File: src/rtl/axis_ramp_pkg.sv
// axis_ramp_pkg: shared widths and codes for the periodic ramp-request generator
package axis_ramp_pkg;
  localparam int CFG_WIDTH_DEF  = 18;
  localparam int DATA_WIDTH_DEF = 16;
  localparam int CFG_DISABLED   = 0;
endpackage

File: src/rtl/ramp_period_timer.sv
// ramp_period_timer: free-running period counter that ticks on the last cycle of each period
// aclk/aresetn: clock, async active-low reset; cfg_i: period in cycles (0 = off); tick_o: period end this cycle
module ramp_period_timer
  import axis_ramp_pkg::*;
#(
  parameter int CFG_WIDTH = CFG_WIDTH_DEF
) (
  input  logic                 aclk,
  input  logic                 aresetn,
  input  logic [CFG_WIDTH-1:0] cfg_i,
  output logic                 tick_o
);
  logic [CFG_WIDTH-1:0] cnt_q, cnt_d;
  logic                 enabled;
  assign enabled = cfg_i != CFG_WIDTH'(CFG_DISABLED);
  // >= rather than == so a shrinking cfg ends the period at once instead of wrapping
  assign tick_o = enabled && (cnt_q >= cfg_i - CFG_WIDTH'(1));
  always_comb cnt_d = (!enabled || tick_o) ? '0 : cnt_q + CFG_WIDTH'(1);
  always_ff @(posedge aclk or negedge aresetn)
    if (!aresetn) cnt_q <= '0;
    else cnt_q <= cnt_d;
endmodule

File: src/rtl/axis_ramp_request.sv
// axis_ramp_request: periodic ramp strobe plus one AXI4-Stream sequence-number beat per period
// aclk/aresetn: clock, async active-low reset; cfg: period (0 = off); ramp_rq: registered strobe
// m_axis_tdata/tvalid/tready: request stream, a full slot drops new requests but seq still advances
module axis_ramp_request
  import axis_ramp_pkg::*;
#(
  parameter int CFG_WIDTH  = CFG_WIDTH_DEF,
  parameter int DATA_WIDTH = DATA_WIDTH_DEF
) (
  input  logic                  aclk,
  input  logic                  aresetn,
  input  logic [CFG_WIDTH-1:0]  cfg,
  output logic                  ramp_rq,
  output logic [DATA_WIDTH-1:0] m_axis_tdata,
  output logic                  m_axis_tvalid,
  input  logic                  m_axis_tready
);
  logic                  tick, load;
  logic                  ramp_rq_q, ramp_rq_d, tvalid_q, tvalid_d;
  logic [DATA_WIDTH-1:0] seq_q, seq_d, tdata_q, tdata_d;
  ramp_period_timer #(.CFG_WIDTH(CFG_WIDTH)) u_tmr (
    .aclk   (aclk),
    .aresetn(aresetn),
    .cfg_i  (cfg),
    .tick_o (tick)
  );
  // slot is free when empty or being drained on this edge
  always_comb begin
    load      = tick && (!tvalid_q || m_axis_tready);
    ramp_rq_d = tick;
    seq_d     = tick ? seq_q + DATA_WIDTH'(1) : seq_q;
    tdata_d   = load ? seq_q : tdata_q;
    tvalid_d  = load || (tvalid_q && !m_axis_tready);
  end
  always_ff @(posedge aclk or negedge aresetn)
    if (!aresetn) begin
      ramp_rq_q <= 1'b0;
      tvalid_q  <= 1'b0;
      seq_q     <= '0;
      tdata_q   <= '0;
    end else begin
      ramp_rq_q <= ramp_rq_d;
      tvalid_q  <= tvalid_d;
      seq_q     <= seq_d;
      tdata_q   <= tdata_d;
    end
  assign ramp_rq       = ramp_rq_q;
  assign m_axis_tvalid = tvalid_q;
  assign m_axis_tdata  = tdata_q;
endmodule

File: config.mk
export PLATFORM = sky130hd
export DESIGN_NAME = axis_ramp_request
export DESIGN_NICKNAME = d
export VERILOG_FILES = /design/src/rtl/axis_ramp_pkg.sv /design/src/rtl/ramp_period_timer.sv /design/src/rtl/axis_ramp_request.sv
export SDC_FILE = /design/constraint.sdc
export NUM_CORES = 1
export LEC_CHECK = 0
export CORE_UTILIZATION = 40
export DETAILED_ROUTE_END_ITERATION = 8
export GPL_TIMING_DRIVEN = 0
export HOLD_SLACK_MARGIN = 0.15
export PLACE_DENSITY = 0.63
export SYNTH_ARGS = -nofsm -noshare
export SYNTH_HDL_FRONTEND = slang
export SYNTH_SLANG_ARGS = --single-unit
File: constraint.sdc
create_clock -name aclk -period 3.4 [get_ports aclk]
set_input_delay 1.02 -clock aclk [delete_from_list [all_inputs] [get_ports aclk]]
set_output_delay 1.02 -clock aclk [all_outputs]
set_load 0.01 [all_outputs]
# [Word level (Yosys, flattened, before mapping)]
# Index checks and enable logic that the tools add are counted.
[op_classes] addsub=3 n_lt_le_gt_ge=1 muxes=1 n_reduce_logical=10
[op_table] operator="adder 18 x 1 -> 18 bit (second input constant)" n=1
[op_table] operator=">= comparator 18 bit" n=1
[op_table] operator="2-to-1 mux 18 bit" n=1
[op_table] operator="nonzero test 18 bit" n=1
[op_table] operator="subtractor 18 x 1 -> 18 bit (second input constant)" n=1
[op_table] operator="adder 16 x 1 -> 16 bit (second input constant)" n=1
[op_table] operator="logical AND 1 bit" n=3
[op_table] operator="zero test 1 bit" n=3
[op_table] operator="logical OR 1 bit" n=3
[totals] ff_bits=52 inputBits=21 out_inout_bits=18

# [Depth between registers and ports, before layout]
# Gate-level depths: netlist of run 1.
[logic_depth] word_depth=5 ltp_mapped=15 ltp_nobuf=13

# [Cells and area by module]
# From an unflattened synthesis of run 1, not the netlist that was laid out.
[unflattened] hier_cells=274 area_unflattened_um2=2995.4
[modules_own_cells] module="ramp_period_timer" n_inst=1 cells_per_inst=173 area_each_um2=1610.3 seq_area_each_um2=450.4
[modules_own_cells] module="axis_ramp_request" n_inst=1 cells_per_inst=101 area_each_um2=1385.1 seq_area_each_um2=850.8

# [Worst setup path after synthesis of run 1]
# Ideal clock, no wire load.
[synth_timing] path_type="input-to-reg" startpoint="input cfg[10]" endpoint="register tdata_q[10] (netlist: m_axis_tdata[10])" setup_ns=0.125 arrival_time_ns=3.951 setup_slack_ns=-0.676 path_stages=13 cell_sequence="or4_4 nor3_2 nand2b_1 nor2_1 xnor2_1 ha_1 a221oi_1 o21ai_1 o41ai_4 a221o_1 buf_6 buf_12 mux2_4"
[synth_between] elab_chain_len=4 word_cells_on_any_way=5
[synth_lines] element="start, declared" line="axis_ramp_request.sv:12" rtl="input logic [CFG_WIDTH-1:0] cfg,"
[synth_lines] element="subtractor 18 x 1 -> 18 bit" line="ramp_period_timer.sv:17" rtl="assign tick_o = enabled && (cnt_q >= cfg_i - CFG_WIDTH'(1));"
[synth_lines] element=">= comparator 18 bit" line="ramp_period_timer.sv:17"
[synth_lines] element="logical AND 1 bit (*)" line="ramp_period_timer.sv:17"
[synth_lines] element="logical AND 1 bit (*)" line="axis_ramp_request.sv:29" rtl="load = tick && (!tvalid_q || m_axis_tready);"
[synth_lines] element="end signal, assigned" line="axis_ramp_request.sv:45" rtl="tdata_q <= tdata_d;"
[synth_lines] element="end, declared" line="axis_ramp_request.sv:20" rtl="logic [DATA_WIDTH-1:0] seq_q, seq_d, tdata_q, tdata_d;"
# Mark *: on every way between the ends. The rest lies on a longest branch, timed or not.
# A chain may end at the register's enable or synchronous reset.

# [Worst setup path in the final report of run 1]
[layout_timing] startpoint="input cfg[7]" endpoint="register tdata_q[4] (netlist: m_axis_tdata[4])"
# Same word-level chain as after synthesis.

==> impl_metrics.yaml, run 1 <==
logic_synthesis:
  postSynthAreaPerCell_um2: 10.9
  synth_top_area_cell: "dfrtp_1"
  synth-edff-count: 0
  synthesis.area_mm2: 0.00306
  yosysWarnings: 0
  ys_seq_area_share_pct: 42.5
  synthArstFlopShare_pct: 100
  yosys.area.top_type_share_pct: 42.5
  synth_area_leaders: "dfrtp_1 43%, ha_1 8.6%, xor2_1 8.6%"
  syn_inst: 282
  synth.ff_latch_count: 52
  yosysMostFrequentCell: "dfrtp_1"
  synthTopCellsByCount: "52 x dfrtp_1, 30 x xor2_1, 28 x nor2_1, 21 x ha_1, 19 x nand2_1"
  synth_nets: 324
  ys.flop_type: "dfrtp_1"
  synthDistinctLibCells: 41
detailed_routing:
  via_count: 2407
  first_pass_iters: 5
  drt-initial-drc-count: 66
  ant_nets: 0
  avgRoutedWirePerCell_um: 15.0
  drt-total-wl_um: 7060
  vias_per_cell: 5.12
  drt-met1-wl_um: 3300
  dr_wl_met2_um: 3440
  drc: 0
  route.met3.wl_um: 227
  top_layer: "met4"
placed_design:
  io_buffer_count: 38
  hpwl_um: 4320
  gp_congestion: 0.758
  dp_slack_ps: -1440
finish:
  drive_above_1_share_pct: 39.4
  seqCellArea_mm2: 0.00130
  area_growth_pct: 47.1
  fillers: 583
  final_nets: 413
  num_antenna_cells: 0
  multi_input_area_mm2: 0.00210
critical_path:
  r2r_slack_ps: 640
  path_max_fanout: 5
  startpoint_type: "primary input"
  endpoint_kind: "flop"
  worstPathRequired_ps: 3590
  r2r_start: "u_tmr.cnt_q[3]"
  crit_start: "cfg[7]"
  slowest_stage: "o41ai_4"
  max_stage_delay_ps: 400
  worstPathCellList: "dlygate4sd2_1 -> nor3_2 -> nand2_2 -> buf_4 -> nor2_1 -> xnor2_1 -> ha_1 -> a221oi_2 -> o21ai_2 -> o41ai_4 -> a221o_1 -> buf_6 -> buf_4 -> buf_6 -> mux2_2"
  worst-r2r-cell-count: 10
  worst-setup-path-type: "in2reg"
  cp.arrival_ps: 4110
die:
  start_util_pct: 41.7
  die_x_um: 89.5
  num_rows: 31
  die_area_mm2: 0.00800
  io-pin-count: 39
  die_h_um: 89.5
  fp.coreArea_mm2: 0.00733
cts:
  clk_pin_slew_ps: 90
  cts_hold_buf: 0
  insertion_delay_ps: 300
  htree_levels: 2
  clockBufferDepth: 2
  cts_buffers: 5
  clock_sinks: 52
  tritoncts: "yes"
  root_buffer: "clkbuf_8"
run_status:
  outcome: "finished with violations"
  violations: "setup timing"
sta:
  fin_crit_sh_pct: 115
  worst_pin_slew_ps: 942
  finalHoldViolations: 0
  relSlewSlack_pct: 37.2
  setup_violations: 52
  finalCriticalPeriod_ps: 3920
  max_freq_mhz: 255
  setup_ws_ps: -524
  rsz0062_at_grt: "yes"
  report.final.slew_viol_count: 0
  fin_skew_ps: 9.71
power_and_ir_drop:
  ir_drop_mv: 0.284
  cellLeakagePower_uw: 0.00205
  p_per_area_mw_per_mm2: 392
  total_power_uw: 1760
grt:
  antenna_found_initial: 0
  grt_pass1_wl_um: 11400
  overflow: 0
  grt_pass1_vias: 2457
  grt_start_max_net_pins: 30
  grt_use_total_pct: 18.7
min_path:
  worstHoldPathType: "reg2reg"
  worstHoldStart: "seq_q[15]"
  holdPathStages: 1
flow_run:
  cap_violations: 0
per-stage QoR:
step	std cells	hold WS (ps)	util, %	TNS (ps)	instance area [µm²]
2_1_floorplan	282	438	-	-17080	3080
3_3_place_gp	419	460	48.9	-78720	3580
3_5_place_dp	420	462	49.1	-66140	3600
4_1_cts	453	476	57.1	-20440	4180
5_1_grt	470	498	61.4	-26540	4500
6_report	470	470	61.4	-18990	4500
cell usage in the layout (no fill, tap or decap), types with 3 or more instances in the layout:
cell,count
mux2_4,14
nor2_4,10
nand4_1,5
or2_2,3
nor2_1,12
nor4_4,4
buf_12,4
dlygate4sd2_1,3
xnor2_1,16
nand2_1,17
buf_2,5
inv_1,6
a21o_1,5
a2111oi_4,4
mux2_2,3
buf_8,6
clkbuf_8,5
clkdlybuf4s50_1,23
buf_4,30
nor3_4,3
a211oi_2,5
buf_6,13
and3_1,6
nand3_1,14
dfrtp_1,52
a21oi_1,3
nand2b_1,3
a211oi_4,5
ha_1,19
xor2_1,30
nor2_2,6
final cells by class:
class                           instances  share of cell area (%)
Inverter                                8                   0.667
Clock inverter                          2                   0.278
Sequential cell                        52                    28.9
Multi-Input combinational cell        215                    46.7
Tap cell                               99                    2.75
Clock buffer                            5                    1.53
Timing Repair Buffer                   82                    17.4
Buffer                                  7                    1.78
worst max-delay path: cells and delay by family:
family | cells | cell delay (ps)
AO/OA/AOI/OAI | 4 | 1010
XOR/XNOR | 1 | 140
adder cells (fa/ha/maj) | 1 | 280
buffers and inverters | 5 | 810
multiplexers | 1 | 330
AND/OR/NAND/NOR | 3 | 500
flip-flops by register name, summed over array words and instances (netlist names):
register	flops
m_axis_tdata	16
ramp_rq	1
m_axis_tvalid	1
seq_q	16
u_tmr.cnt_q	18
power by group:
part | switching, µW | internal (µW)
registers | 98.6 | 709
clock network | 200 | 140
logic | 281 | 337
total | 580 | 1190
path summary, 6_finish.rpt:
| path | to |
|---|---|
| worst max-delay path | m_axis_tdata[4] |
| worst min-delay path | seq_q[15] |
| worst max register to register | m_axis_tdata[4] |
| worst min register to register | seq_q[15] |
| max in group asynchronous | m_axis_tdata[1] |
| min in group asynchronous | seq_q[13] |
kinds of logic (layout without fill, tap and decap cells):
| logic type | count (synthesis) | count (layout) | share of synthesized area [%] |
|---|---|---|---|
| multiplexers | 17 | 17 | 7.48 |
| AO/OA/AOI/OAI | 31 | 31 | 8.22 |
| adder cells (fa/ha/maj) | 21 | 21 | 8.59 |
| flip-flops | 52 | 52 | 42.5 |
| XOR/XNOR | 46 | 46 | 13.2 |
| AND/OR/NAND/NOR | 100 | 100 | 17.4 |
| buffers and inverters | 15 | 104 | 2.66 |
metal layers:
layer  global-route usage, %  vias to the layer above
met4                    5.77                        0
li1                        -                     1169
met2                    32.1                       50
met1                    24.4                     1177
met3                    2.77                       11
met5                       0                        -
timing repair:
item | CTS | global route
gates cloned | 3 | 0
pin swaps | 29 | 43
resized for setup | 116 | 50
setup buffers | 23 | 18
endpoints found under the hold margin | 0 | 0
setup endpoints to repair | 52 | 52
No activity file was read; power rests on OpenSTA's default activity.
==> inputs of run 2 (changes only) <==
- CAP_MARGIN: unset -> 15
- RECOVER_POWER: unset -> 25
==> run 2 against run 1 <==
- the flow still finishes with violations (setup timing)
- critical path depth did not move
- setup slack is essentially flat
- count of clock-buffer cells in the layout stayed put
- sequential power is essentially flat
- fmax is the same
- die area unchanged
- wire length is essentially flat
- clock power hardly changed
==> impl_metrics.yaml, run 2 (synthesis results as in run 1) <==
power_and_ir_drop:
  p_per_area_mw_per_mm2: 392
  ir_drop_mv: 0.284
  cellLeakagePower_uw: 0.00205
cts:
  clockBufferDepth: 2
  htree_levels: 2
  tritoncts: "yes"
  root_buffer: "clkbuf_8"
  insertion_delay_ps: 300
  cts_buffers: 5
  clock_sinks: 52
  clk_pin_slew_ps: 90
finish:
  area_growth_pct: 47.1
  fin_util_pct: 61.4
  final_common_cell: "dfrtp_1"
  seqCellArea_mm2: 0.00130
  layout_common_cells: "52 x dfrtp_1, 30 x xor2_1, 30 x buf_4"
  largest_reg_flops: 18
  num_antenna_cells: 0
  final_nets: 413
  drive_above_1_share_pct: 39.1
  fillers: 583
  multi_input_area_mm2: 0.00210
  top_register: "u_tmr.cnt_q"
sta:
  relSlewSlack_pct: 11.0
  fin_skew_ps: 9.71
  max_freq_mhz: 255
  finalHoldViolations: 0
  finalCriticalPeriod_ps: 3920
  worst_pin_slew_ps: 1340
  report.final.slew_viol_count: 0
  rsz0062_at_grt: "yes"
  setup_violations: 52
  fin_crit_sh_pct: 115
  setup_ws_ps: -524
detailed_routing:
  first_pass_iters: 5
  drt-initial-drc-count: 66
  vias_per_cell: 5.12
  drt-total-wl_um: 7060
  ant_nets: 0
  via_count: 2407
  drc: 0
  avgRoutedWirePerCell_um: 15.0
placed_design:
  io_buffer_count: 38
  hpwl_um: 4320
  gp_congestion: 0.758
  dp_slack_ps: -1440
grt:
  grt_use_total_pct: 18.7
  grt_pass1_wl_um: 11400
  grt_start_max_net_pins: 30
  grt_pass1_vias: 2457
  antenna_found_initial: 0
  overflow: 0
die:
  die_area_mm2: 0.00800
  fp.coreArea_mm2: 0.00733
  num_rows: 31
  die_h_um: 89.5
  start_util_pct: 41.7
  die_x_um: 89.5
  io-pin-count: 39
critical_path:
  startpoint_type: "primary input"
  worstPathRequired_ps: 3590
  endpoint_kind: "flop"
  worst-setup-path-type: "in2reg"
  path_max_fanout: 5
  cp.arrival_ps: 4110
flow_run:
  cap_violations: 0
run_status:
  violations: "setup timing"
  outcome: "finished with violations"
min_path:
  worstHoldPathType: "reg2reg"
## run 2: cell types whose count changed in the layout (fill, tap and decap cells not counted), sizes merged
cell    change
buf         -1
clkbuf      +1
## run 2: per-stage QoR
step / cell area (µm²) / std cells / hold slack [ps] / total power [µW] / setup TNS [ps]
3_3_place_gp: 3580 / 419 / 460 / 1240 / -78720
2_1_floorplan: 3080 / 282 / 438 / 1080 / -17080
3_5_place_dp: 3600 / 420 / 462 / 1260 / -66140
6_report: 4500 / 470 / 470 / 1760 / -18990
5_1_grt: 4500 / 470 / 498 / 1870 / -26540
4_1_cts: 4180 / 453 / 476 / 1690 / -20440
## run 2: cell type report
| cell class | count | share of cell area (%) |
|---|---|---|
| inverter | 8 | 0.667 |
| timing repair buffer | 82 | 17.4 |
| multi-input combinational | 215 | 46.7 |
| clock inverter | 2 | 0.278 |
| tap | 99 | 2.75 |
| clock buffer | 5 | 1.53 |
| sequential | 52 | 28.9 |
| buffer | 7 | 1.78 |
## run 2: per-layer routing
metal  global-route usage [%]  share of wire, %  vias up
li1                         -                 -     1169
met1                     24.4                47     1177
met2                     32.1                49       50
met3                     2.77               3.2       11
met4                     5.77               1.3        0
met5                        0                 0        -
## run 2: power by group
part | total, µW | leakage (µW) | switching [µW] | internal (µW)
clock network | 340 | 0.0000400 | 200 | 140
logic | 618 | 0.00131 | 281 | 337
registers | 807 | 0.000703 | 98.6 | 709
total | 1760 | 0.00205 | 580 | 1190
## run 2: what timing repair did
| item | 4_1_cts | 5_1_grt |
|---|---|---|
| cloned | 3 | 0 |
| buffers inserted | 23 | 18 |
| gates resized for setup | 116 | 50 |
| pin swaps | 29 | 43 |
| endpoints found under the setup margin | 52 | 52 |
| hold buffers | 0 | 0 |
## run 2: worst max-delay path: stages
cell and delay (ps):
dlygate4sd2_1 320, nor3_2 250, nand2_2 120, buf_4 150
nor2_1 130, xnor2_1 140, ha_1 280, a221oi_2 290
o21ai_2 100, o41ai_4 400, a221o_1 220, buf_6 130
buf_4 110, buf_6 100, mux2_2 330
## run 2: worst paths after layout
check / from / end / slack [ps] / depth (start not counted)
setup / recovery: cfg[7] / m_axis_tdata[4] / -520 / 15
hold / removal: seq_q[15] / seq_q[15] / 470 / 1
setup reg to reg: u_tmr.cnt_q[3] / m_axis_tdata[4] / 640 / 10
hold reg to reg: seq_q[15] / seq_q[15] / 470 / 1
max in group asynchronous: aresetn / m_axis_tdata[1] / 1620 / 2
min in group asynchronous: aresetn / seq_q[13] / 990 / 1
==> inputs of run 3 (changes only) <==
- clock period: 3.4 -> 3.7 ns (I/O delays scaled with it)
==> run 3 against run 2 <==
- sequential power shrank 7.7%
- final cell count is the same
- critical endpoint is now m_axis_tdata[9]
- critical path depth is the same
- via count is 0.91% lower
- the run still ends with setup timing left
- wire length shrank 1.8%
- power decreased by 9.9%
- worst hold slack better by 6.5 ps
- largest power group unchanged
- design area decreased by 2.9%
- sequential share of layout area is 0.86 points higher
- critical path type unchanged
- count of clock-buffer cells in the layout rose by 3
- global-route usage down 0.56 points
==> impl_metrics.yaml, run 3 (synthesis results as in run 1) <==
run_status:
  outcome: "finished with violations"
  violations: "setup timing"
sta:
  fin_crit_sh_pct: 107
  finalHoldViolations: 0
  worst_pin_slew_ps: 1470
  relSlewSlack_pct: 2.23
  fin_skew_ps: 7.95
  finalCriticalPeriod_ps: 3970
  rsz0062_at_grt: "yes"
  setup_violations: 49
  report.final.slew_viol_count: 0
  tns_ps: -6940
  setup_ws_ps: -274
  max_freq_mhz: 252
die:
  die_h_um: 89.5
  die_area_mm2: 0.00800
  num_rows: 31
  io-pin-count: 39
  start_util_pct: 41.7
  die_x_um: 89.5
  fp.coreArea_mm2: 0.00733
detailed_routing:
  drt-total-wl_um: 6940
  drt-initial-drc-count: 111
  via_count: 2385
  vias_per_cell: 5.07
  drc: 0
  avgRoutedWirePerCell_um: 14.8
  ant_nets: 0
  first_pass_iters: 4
critical_path:
  worst-r2r-cell-count: 9
  path_max_fanout: 5
  max_stage_delay_ps: 430
  crit_start: "cfg[4]"
  r2r_end: "m_axis_tdata[9]"
  r2r_start: "u_tmr.cnt_q[6]"
  critPathTopFamily: "compound AO/OA/AOI/OAI gates"
  crit_buf_inv: 4
  crit_cells: 15
  worst-setup-path-type: "in2reg"
  r2r_slack_ps: 1000
  cp.arrival_ps: 4160
  worstPathRequired_ps: 3890
  endpoint_kind: "flop"
  endpoint: "m_axis_tdata[9]"
  startpoint_type: "primary input"
  worstPathCellList: "buf_8 -> nor4_4 -> and2_4 -> nand2_4 -> nor4_4 -> xnor2_1 -> ha_1 -> buf_6 -> a221oi_2 -> o21ai_2 -> o41ai_4 -> a221o_1 -> buf_6 -> buf_8 -> mux2_4"
  slowest_stage: "o41ai_4"
cts:
  insertion_delay_ps: 300
  htree_levels: 2
  clk_pin_slew_ps: 90
  root_buffer: "clkbuf_8"
  cts_buffers: 5
  tritoncts: "yes"
  clock_sinks: 52
  clockBufferDepth: 2
finish:
  layout_common_cells: "52 x dfrtp_1, 31 x buf_4, 30 x xor2_1"
  top_register: "u_tmr.cnt_q"
  largest_reg_flops: 18
  multi_input_area_mm2: 0.00202
  final_common_cell: "dfrtp_1"
  fillers: 602
  seqCellArea_mm2: 0.00130
  num_antenna_cells: 0
  drive_above_1_share_pct: 36.9
  final_nets: 412
  area_growth_pct: 42.8
power_and_ir_drop:
  seq_power_share_pct: 46.9
  ir_drop_mv: 0.214
  cellLeakagePower_uw: 0.00206
  power_frac_comb_pct: 32.4
  internal_power_uw: 1080
  p_clk_share_pct: 20.7
  p_sw_uw: 510
  p_per_area_mw_per_mm2: 364
  sw_frac_of_total_pct: 32.1
grt:
  antenna_found_initial: 0
  grt_pass1_vias: 2362
  overflow: 0
  grt_use_total_pct: 18.1
  grt_start_max_net_pins: 28
  grt_pass1_wl_um: 11000
flow_run:
  cap_violations: 0
min_path:
  worstHoldStart: "seq_q[15]"
  worstHoldPathType: "reg2reg"
placed_design:
  hpwl_um: 4340
  io_buffer_count: 38
  gp_congestion: 0.759
  dp_slack_ps: -1270
run 3: layout make-up:
cell class | count | area share [%]
multi-input cells | 215 | 46.2
repair buffers | 82 | 17.2
well taps | 99 | 2.83
clock buffers | 8 | 2.06
flip-flops and latches | 52 | 29.8
inverters | 8 | 0.687
plain buffers | 6 | 1.23
run 3: metrics by stage:
stage	power, µW	instance area (µm²)	std cells	hold slack (ps)	util (%)
after global placement	1140	3580	419	460	48.9
final	1590	4370	470	477	59.6
after CTS	1530	4120	460	479	56.2
after floorplan	991	3080	282	438	-
after global routing	1700	4370	470	503	59.6
after detailed placement	1150	3600	420	453	49.1
run 3: worst min path at each step:
stage	to	cells after the start
floorplan	seq_q[15]	1
global placement	seq_q[15]	1
detailed placement	seq_q[15]	1
CTS	seq_q[15]	1
global route	seq_q[15]	1
finish	seq_q[15]	1
run 3: routing by layer:
metal	up-vias	routed length (µm)	global-route usage (%)
met3	5	214	2.95
li1	1172	-	-
met5	-	0	0
met2	40	3440	30.7
met1	1168	3210	23.6
met4	0	78	6.06
run 3: what timing repair did:
item	in CTS	in global routing
buffers inserted	30	13
pin swaps	26	31
endpoints found under the hold margin	0	0
endpoints found under the setup margin	52	51
hold buffers	0	0
gates resized for setup	94	66
gates cloned	2	1
run 3: power by group through the flow:
stage	logic, µW	registers (µW)	clock network (µW)
global placement	389	747	0
finish	515	745	329
floorplan	254	737	0
CTS	455	738	341
detailed placement	402	749	0
global route	568	761	370
==> RTL edit 1: new RTL, config.mk and constraints of run 3 <==
Set the package constant `CFG_WIDTH_DEF` to 36 (it was 18).
--- a/src/rtl/axis_ramp_pkg.sv
+++ b/src/rtl/axis_ramp_pkg.sv
@@ -2,3 +2,3 @@
 package axis_ramp_pkg;
-  localparam int CFG_WIDTH_DEF  = 18;
+  localparam int CFG_WIDTH_DEF  = 36;
   localparam int DATA_WIDTH_DEF = 16;
Ports: changed (resized cfg); port bits go from 39 to 57. The function was not compared with the original's and may differ.
==> RTL edit 1 against run 3 <==
  * The flow finishes with violations (max-capacitance violations, max-slew violations, negative setup slack)
  * Sequential cell count grew 18
  * Design area grew 48%
  * Routed wire length grew 66%
  * Worst setup slack lost 0.58 ns
  * Synthesized area grew 49%
  * Power grew 72%
  * Critical path depth grew 2
  * Clock power grew to 2.6 times the old value
  * Clock skew shrank 0.0013 ns
  * Worst hold slack gained 0.010 ns
==> RTL edit 1: results (changes against run 3) <==
metric;value;unit;change
Routed met2 length;5790;um;+68%
largest register by flop count;u_tmr.cnt_q;;
gpl congestion;0.813;;+7.0%
H-tree levels;3;;+1
list of most frequent post-synthesis cells;70 x sky130_fd_sc_hd__dfrtp_1, 70 x sky130_fd_sc_hd__nor2_1, 49 x sky130_fd_sc_hd__xnor2_1;;
wire length on met3;412;um;+93%
pin count of the biggest net entering global routing;71;;+150%
cell area after placement;0.00535;sq mm;+49%
CTS root buf;sky130_fd_sc_hd__clkbuf_16;;
DRT iter0 DRCs;193;;+74%
wire length after detailed routing;11500;um;+66%
crit path setup slack, layout;-0.859;ns;-0.585 ns
Clock Latency Late Sink;0.33;ns;+0.03 ns
Max IR drop VDD;0.336;mV;+57%
max_cap viols;1;;+1
total clock buffers created by CTS;9;;+4
number of flip-flops under the largest register name;36;;+18
leakage power;2.86;nW;+39%
failing checks;max-capacitance violations, max-slew violations, negative setup slack;;
final setup violating endpoints;70;;+43%
Netlist cell types;43;;+4.9%
main area contributors after synthesis;sky130_fd_sc_hd__dfrtp_1 38%, sky130_fd_sc_hd__ha_1 11%, sky130_fd_sc_hd__xnor2_1 9.4%, sky130_fd_sc_hd__xor2_1 6.3%, sky130_fd_sc_hd__nor2_1 5.7%;;
status;finished with violations;;
fraction of final layout cells sized beyond drive strength 1;0.277;;-0.0922
total global routing track utilization;0.206;;+0.0242
proportion of synthesized chip area in sequential cells;0.383;;-0.0419
vias in the first global route;3888;;+65%
final slew viol count;71;;+71
clock transition at the register clock pins on the worst setup and hold paths after CTS;0.06;ns;-0.03 ns
Port Buffer Count;56;;+47%
clock tree skew after final layout;0.00661;ns;-0.00134 ns
worst slew pin tran;1.74;ns;+0.278 ns
wire length of the first global-routing pass;18600;um;+70%
total half-perimeter wirelength after legalization and detailed placement;7590;um;+75%
delay of the slowest cell on the worst path;0.53;ns;+0.10 ns
layout net count;655;;+59%
number of antenna violations at the first check in global routing;0;;unchanged
Met1 Wirelength;5130;um;+60%
largest fanout on the critical path;6;;+1
RTL edit 1: per-layer routing:
metal  vias up  global-route usage
met4         0              0.0676
met5         -                   0
met3        14              0.0371
met1      1897               0.262
li1       1869                   -
met2        56               0.350
RTL edit 1: kinds of logic after synthesis:
| kind of cell | share of synthesized area |
|---|---|
| compound gates | 0.0394 |
| xor+xnor | 0.157 |
| fa+ha+maj | 0.107 |
| buf+inv | 0.0183 |
| flops | 0.383 |
| mux | 0.0501 |
| simple gates | 0.245 |
RTL edit 1: report_power, final:
part	total (mW)	internal (mW)	switching, mW
Clock	0.841	0.516	0.325
Combinational	0.838	0.437	0.401
Sequential	1.06	0.899	0.157
Total	2.73	1.85	0.882
RTL edit 1: path summary, 6_finish.rpt:
kind,from,to,slack [ns],cells past startpoint
min,seq_q[15]$_DFFE_PN0P_,seq_q[15]$_DFFE_PN0P_,0.49,1
min reg2reg,seq_q[15]$_DFFE_PN0P_,seq_q[15]$_DFFE_PN0P_,0.49,1
max,cfg[8],m_axis_tdata[13]$_DFFE_PN0P_,-0.86,17
max reg2reg,u_tmr.cnt_q[33]$_DFF_PN0_,m_axis_tdata[13]$_DFFE_PN0P_,0.99,10
max in group asynchronous,aresetn,u_tmr.cnt_q[25]$_DFF_PN0_,1.41,1
min in group asynchronous,aresetn,m_axis_tdata[5]$_DFFE_PN0P_,1.21,1
RTL edit 1: layout make-up:
| class | count | area, sq um |
|---|---|---|
| well taps | 140 | 175 |
| fillers | 916 | 4530 |
| clock buffers | 9 | 225 |
| plain buffers | 7 | 91.3 |
| clock inverters | 6 | 63.8 |
| inverters | 11 | 48.8 |
| flip-flops and latches | 70 | 1750 |
| multi-input cells | 383 | 3190 |
| repair buffers | 95 | 906 |
RTL edit 1: what timing repair did:
action                                  CTS  global route
endpoints found under the setup margin   70            70
gates cloned                              4             1
setup buffers                            26             8
gates resized for setup                 132            49
pin swaps                                49            19
RTL edit 1: through the flow:
step	setup slack [ns]	util	setup TNS (ns)	cells	power, mW
finish	-0.859	0.587	-49.88	721	2.73
global route	-1.02	0.587	-60.87	721	2.90
CTS	-0.996	0.571	-57.49	713	2.69
detailed placement	-2.37	0.487	-157.16	668	1.68
global placement	-2.31	0.487	-213.16	668	1.65
floorplan	-0.982	-	-61.75	472	1.43
RTL edit 1: critical path: cells and delay by family:
| kind | cells | cell delay [ns] |
|---|---|---|
| buf+inv | 5 | 0.77 |
| compound gates | 1 | 0.24 |
| mux | 1 | 0.29 |
| fa+ha+maj | 1 | 0.30 |
| simple gates | 8 | 1.94 |
| xor+xnor | 1 | 0.10 |
==> RTL edit 2: new RTL, settings of run 3 <==
Made on the original files. Take the reset off `tdata_q` and load it in a clocked block of its own.
--- a/src/rtl/axis_ramp_request.sv
+++ b/src/rtl/axis_ramp_request.sv
@@ -39,3 +39,2 @@
       seq_q     <= '0;
-      tdata_q   <= '0;
     end else begin
@@ -44,4 +43,7 @@
       seq_q     <= seq_d;
-      tdata_q   <= tdata_d;
     end
+
+  always_ff @(posedge aclk) begin
+    tdata_q <= tdata_d;
+  end
   assign ramp_rq       = ramp_rq_q;
Check against the original RTL: differs if aresetn is asserted again (counterexample within 4 cycles, from zero or initial values and one cycle with aresetn low); with aresetn held inactive, the same outputs for 10 cycles.
==> RTL edit 2 against run 3 <==
  * The flow finishes with violations (max-capacitance violations, max-slew violations, negative setup slack)
  * Critical path depth increased by 1
  * Register-to-register slack gained 0.14 ns
  * Synthesized area fell by 6.5%
  * Sequential cell count unchanged
  * Count of clock-buffer cells in the layout down 2
  * Routed wire length decreased by 24%
  * Worst setup slack improved by 0.088 ns
  * Design area is 10% lower
Power is not compared: it rests on default switching activity, and its combinational part moved more than twofold at a synthesized area within 25%.
==> RTL edit 2: results (changes against run 3) <==
metric;value;unit;change
status;finished with violations;;
failing checks;max-capacitance violations, max-slew violations, negative setup slack;;
leakage power;1.60;nW;
vias per cell;4.93;;-2.8%
gpl congestion;0.765;;+0.79%
max_cap viols;1;;+1
layout net count;374;;-9.2%
Final Hold Fails;0;;unchanged
vias in the first global route;2072;;-12%
largest fanout on the critical path;7;;+2
wire length of the first global-routing pass;9600;um;-12%
final setup violating endpoints;47;;-4.1%
total global routing track utilization;0.164;;-0.0176
synthesized net count;305;;-5.9%
complex-gate fraction of the synthesized area;0.0717;;-0.0105
Max stage delay cell, worst path;sky130_fd_sc_hd__or4_4;;
final slew viol count;37;;+37
post-synthesis mux area share;0.00394;;-0.0709
xor/xnor cell area share of the yosys netlist;0.144;;+0.0122
DRT Pass-1 Iters;4;;unchanged
data arrival time of the worst path;4.12;ns;-0.04 ns
slew margin rel.;-0.281;;-0.303
pin count of the biggest net entering global routing;37;;+32%
top cell family by delay on the critical path;simple AND/OR/NAND/NOR gates;;
number of flops mapped to enable cells by yosys;16;;+16
crit path setup slack, layout;-0.186;ns;+0.0878 ns
main area contributors after synthesis;sky130_fd_sc_hd__dfrtp_1 31%, sky130_fd_sc_hd__edfxtp_1 17%, sky130_fd_sc_hd__ha_1 9.2%, sky130_fd_sc_hd__xnor2_1 8.9%, sky130_fd_sc_hd__xor2_1 5.5%;;
Inst Count DP;397;;-5.5%
wire length after detailed routing;5300;um;-24%
delay of the slowest cell on the worst path;0.52;ns;+0.09 ns
list of most frequent post-synthesis cells;36 x sky130_fd_sc_hd__dfrtp_1, 31 x sky130_fd_sc_hd__nor2_1, 29 x sky130_fd_sc_hd__xnor2_1;;
clock tree skew after final layout;0.0104;ns;+0.00242 ns
deepest clock path buffer count;2;;unchanged
Netlist cell types;38;;-7.3%
total half-perimeter wirelength after legalization and detailed placement;3710;um;-14%
Finished Layout Cells;429;;-8.7%
Setup WS pre-CTS;-1.29;ns;-0.0223 ns
proportion of synthesized chip area in sequential cells;0.483;;+0.0575
adder-cell share of the synthesized area;0.0918;;+0.00597
fraction of final layout cells sized beyond drive strength 1;0.276;;-0.0930
DRT iter0 DRCs;59;;-47%
## RTL edit 2: cell families (layout without fill, tap and decap cells)
family                     Yosys count  count (layout)
DFF                                 52              52
xor gates and xnor gates            47              47
and+or+nand+nor                     97              97
buffers and inverters               16              86
adders and majority gates           21              21
muxes                                1               1
AOI/OAI and AO/OA                   29              29
## RTL edit 2: layout make-up
type	instances	area, sq um
Clock buffer	6	72.6
Sequential cell	52	1380
Fill cell	587	2950
Inverter	9	33.8
Multi-Input combinational cell	195	1610
Buffer	7	83.8
Tap cell	96	120
Clock inverter	2	11.3
Timing Repair Buffer	62	603
## RTL edit 2: worst paths after layout
path / start / to / slack [ns] / cells after the start
worst min-delay path: seq_q[15]$_DFFE_PN0P_ / seq_q[15]$_DFFE_PN0P_ / 0.49 / 1
max in group asynchronous: aresetn / u_tmr.cnt_q[3]$_DFF_PN0_ / 1.27 / 1
worst min register to register: seq_q[15]$_DFFE_PN0P_ / seq_q[15]$_DFFE_PN0P_ / 0.49 / 1
worst max register to register: u_tmr.cnt_q[0]$_DFF_PN0_ / u_tmr.cnt_q[1]$_DFF_PN0_ / 1.14 / 12
worst max-delay path: cfg[4] / u_tmr.cnt_q[1]$_DFF_PN0_ / -0.19 / 16
min in group asynchronous: aresetn / seq_q[4]$_DFFE_PN0P_ / 1.34 / 1
## RTL edit 2: per-stage QoR
| step | area [sq um] | TNS, ns |
|---|---|---|
| 3_3_place_gp | 3420 | -56.68 |
| 5_1_grt | 3920 | -12.81 |
| 2_1_floorplan | 2920 | -12.87 |
| 3_5_place_dp | 3410 | -57.83 |
| 4_1_cts | 3910 | -6.53 |
| 6_report | 3920 | -5.70 |
## RTL edit 2: routing by layer
| metal | vias up | wire (um) | track usage |
|---|---|---|---|
| met5 | - | 0 | 0 |
| met3 | 6 | 164 | 0.0295 |
| met4 | 0 | 64 | 0.0455 |
| li1 | 1070 | - | - |
| met1 | 1000 | 2370 | 0.201 |
| met2 | 40 | 2700 | 0.295 |
## RTL edit 2: power groups by stage
stage / registers (mW) / logic (mW) / clock network, mW
final: 0.666 / 0.185 / 0.308
after global routing: 0.673 / 0.214 / 0.348
after global placement: 0.677 / 0.155 / 0
after CTS: 0.666 / 0.181 / 0.324
after detailed placement: 0.676 / 0.164 / 0
after floorplan: 0.663 / 0.107 / 0
## RTL edit 2: what timing repair did
item | in CTS | in global routing
hold buffers | 0 | 0
resized for setup | 80 | 14
buffers inserted | 23 | 1
endpoints found under the setup margin | 52 | 52
pin swaps | 26 | 9
gates cloned | 2 | 0
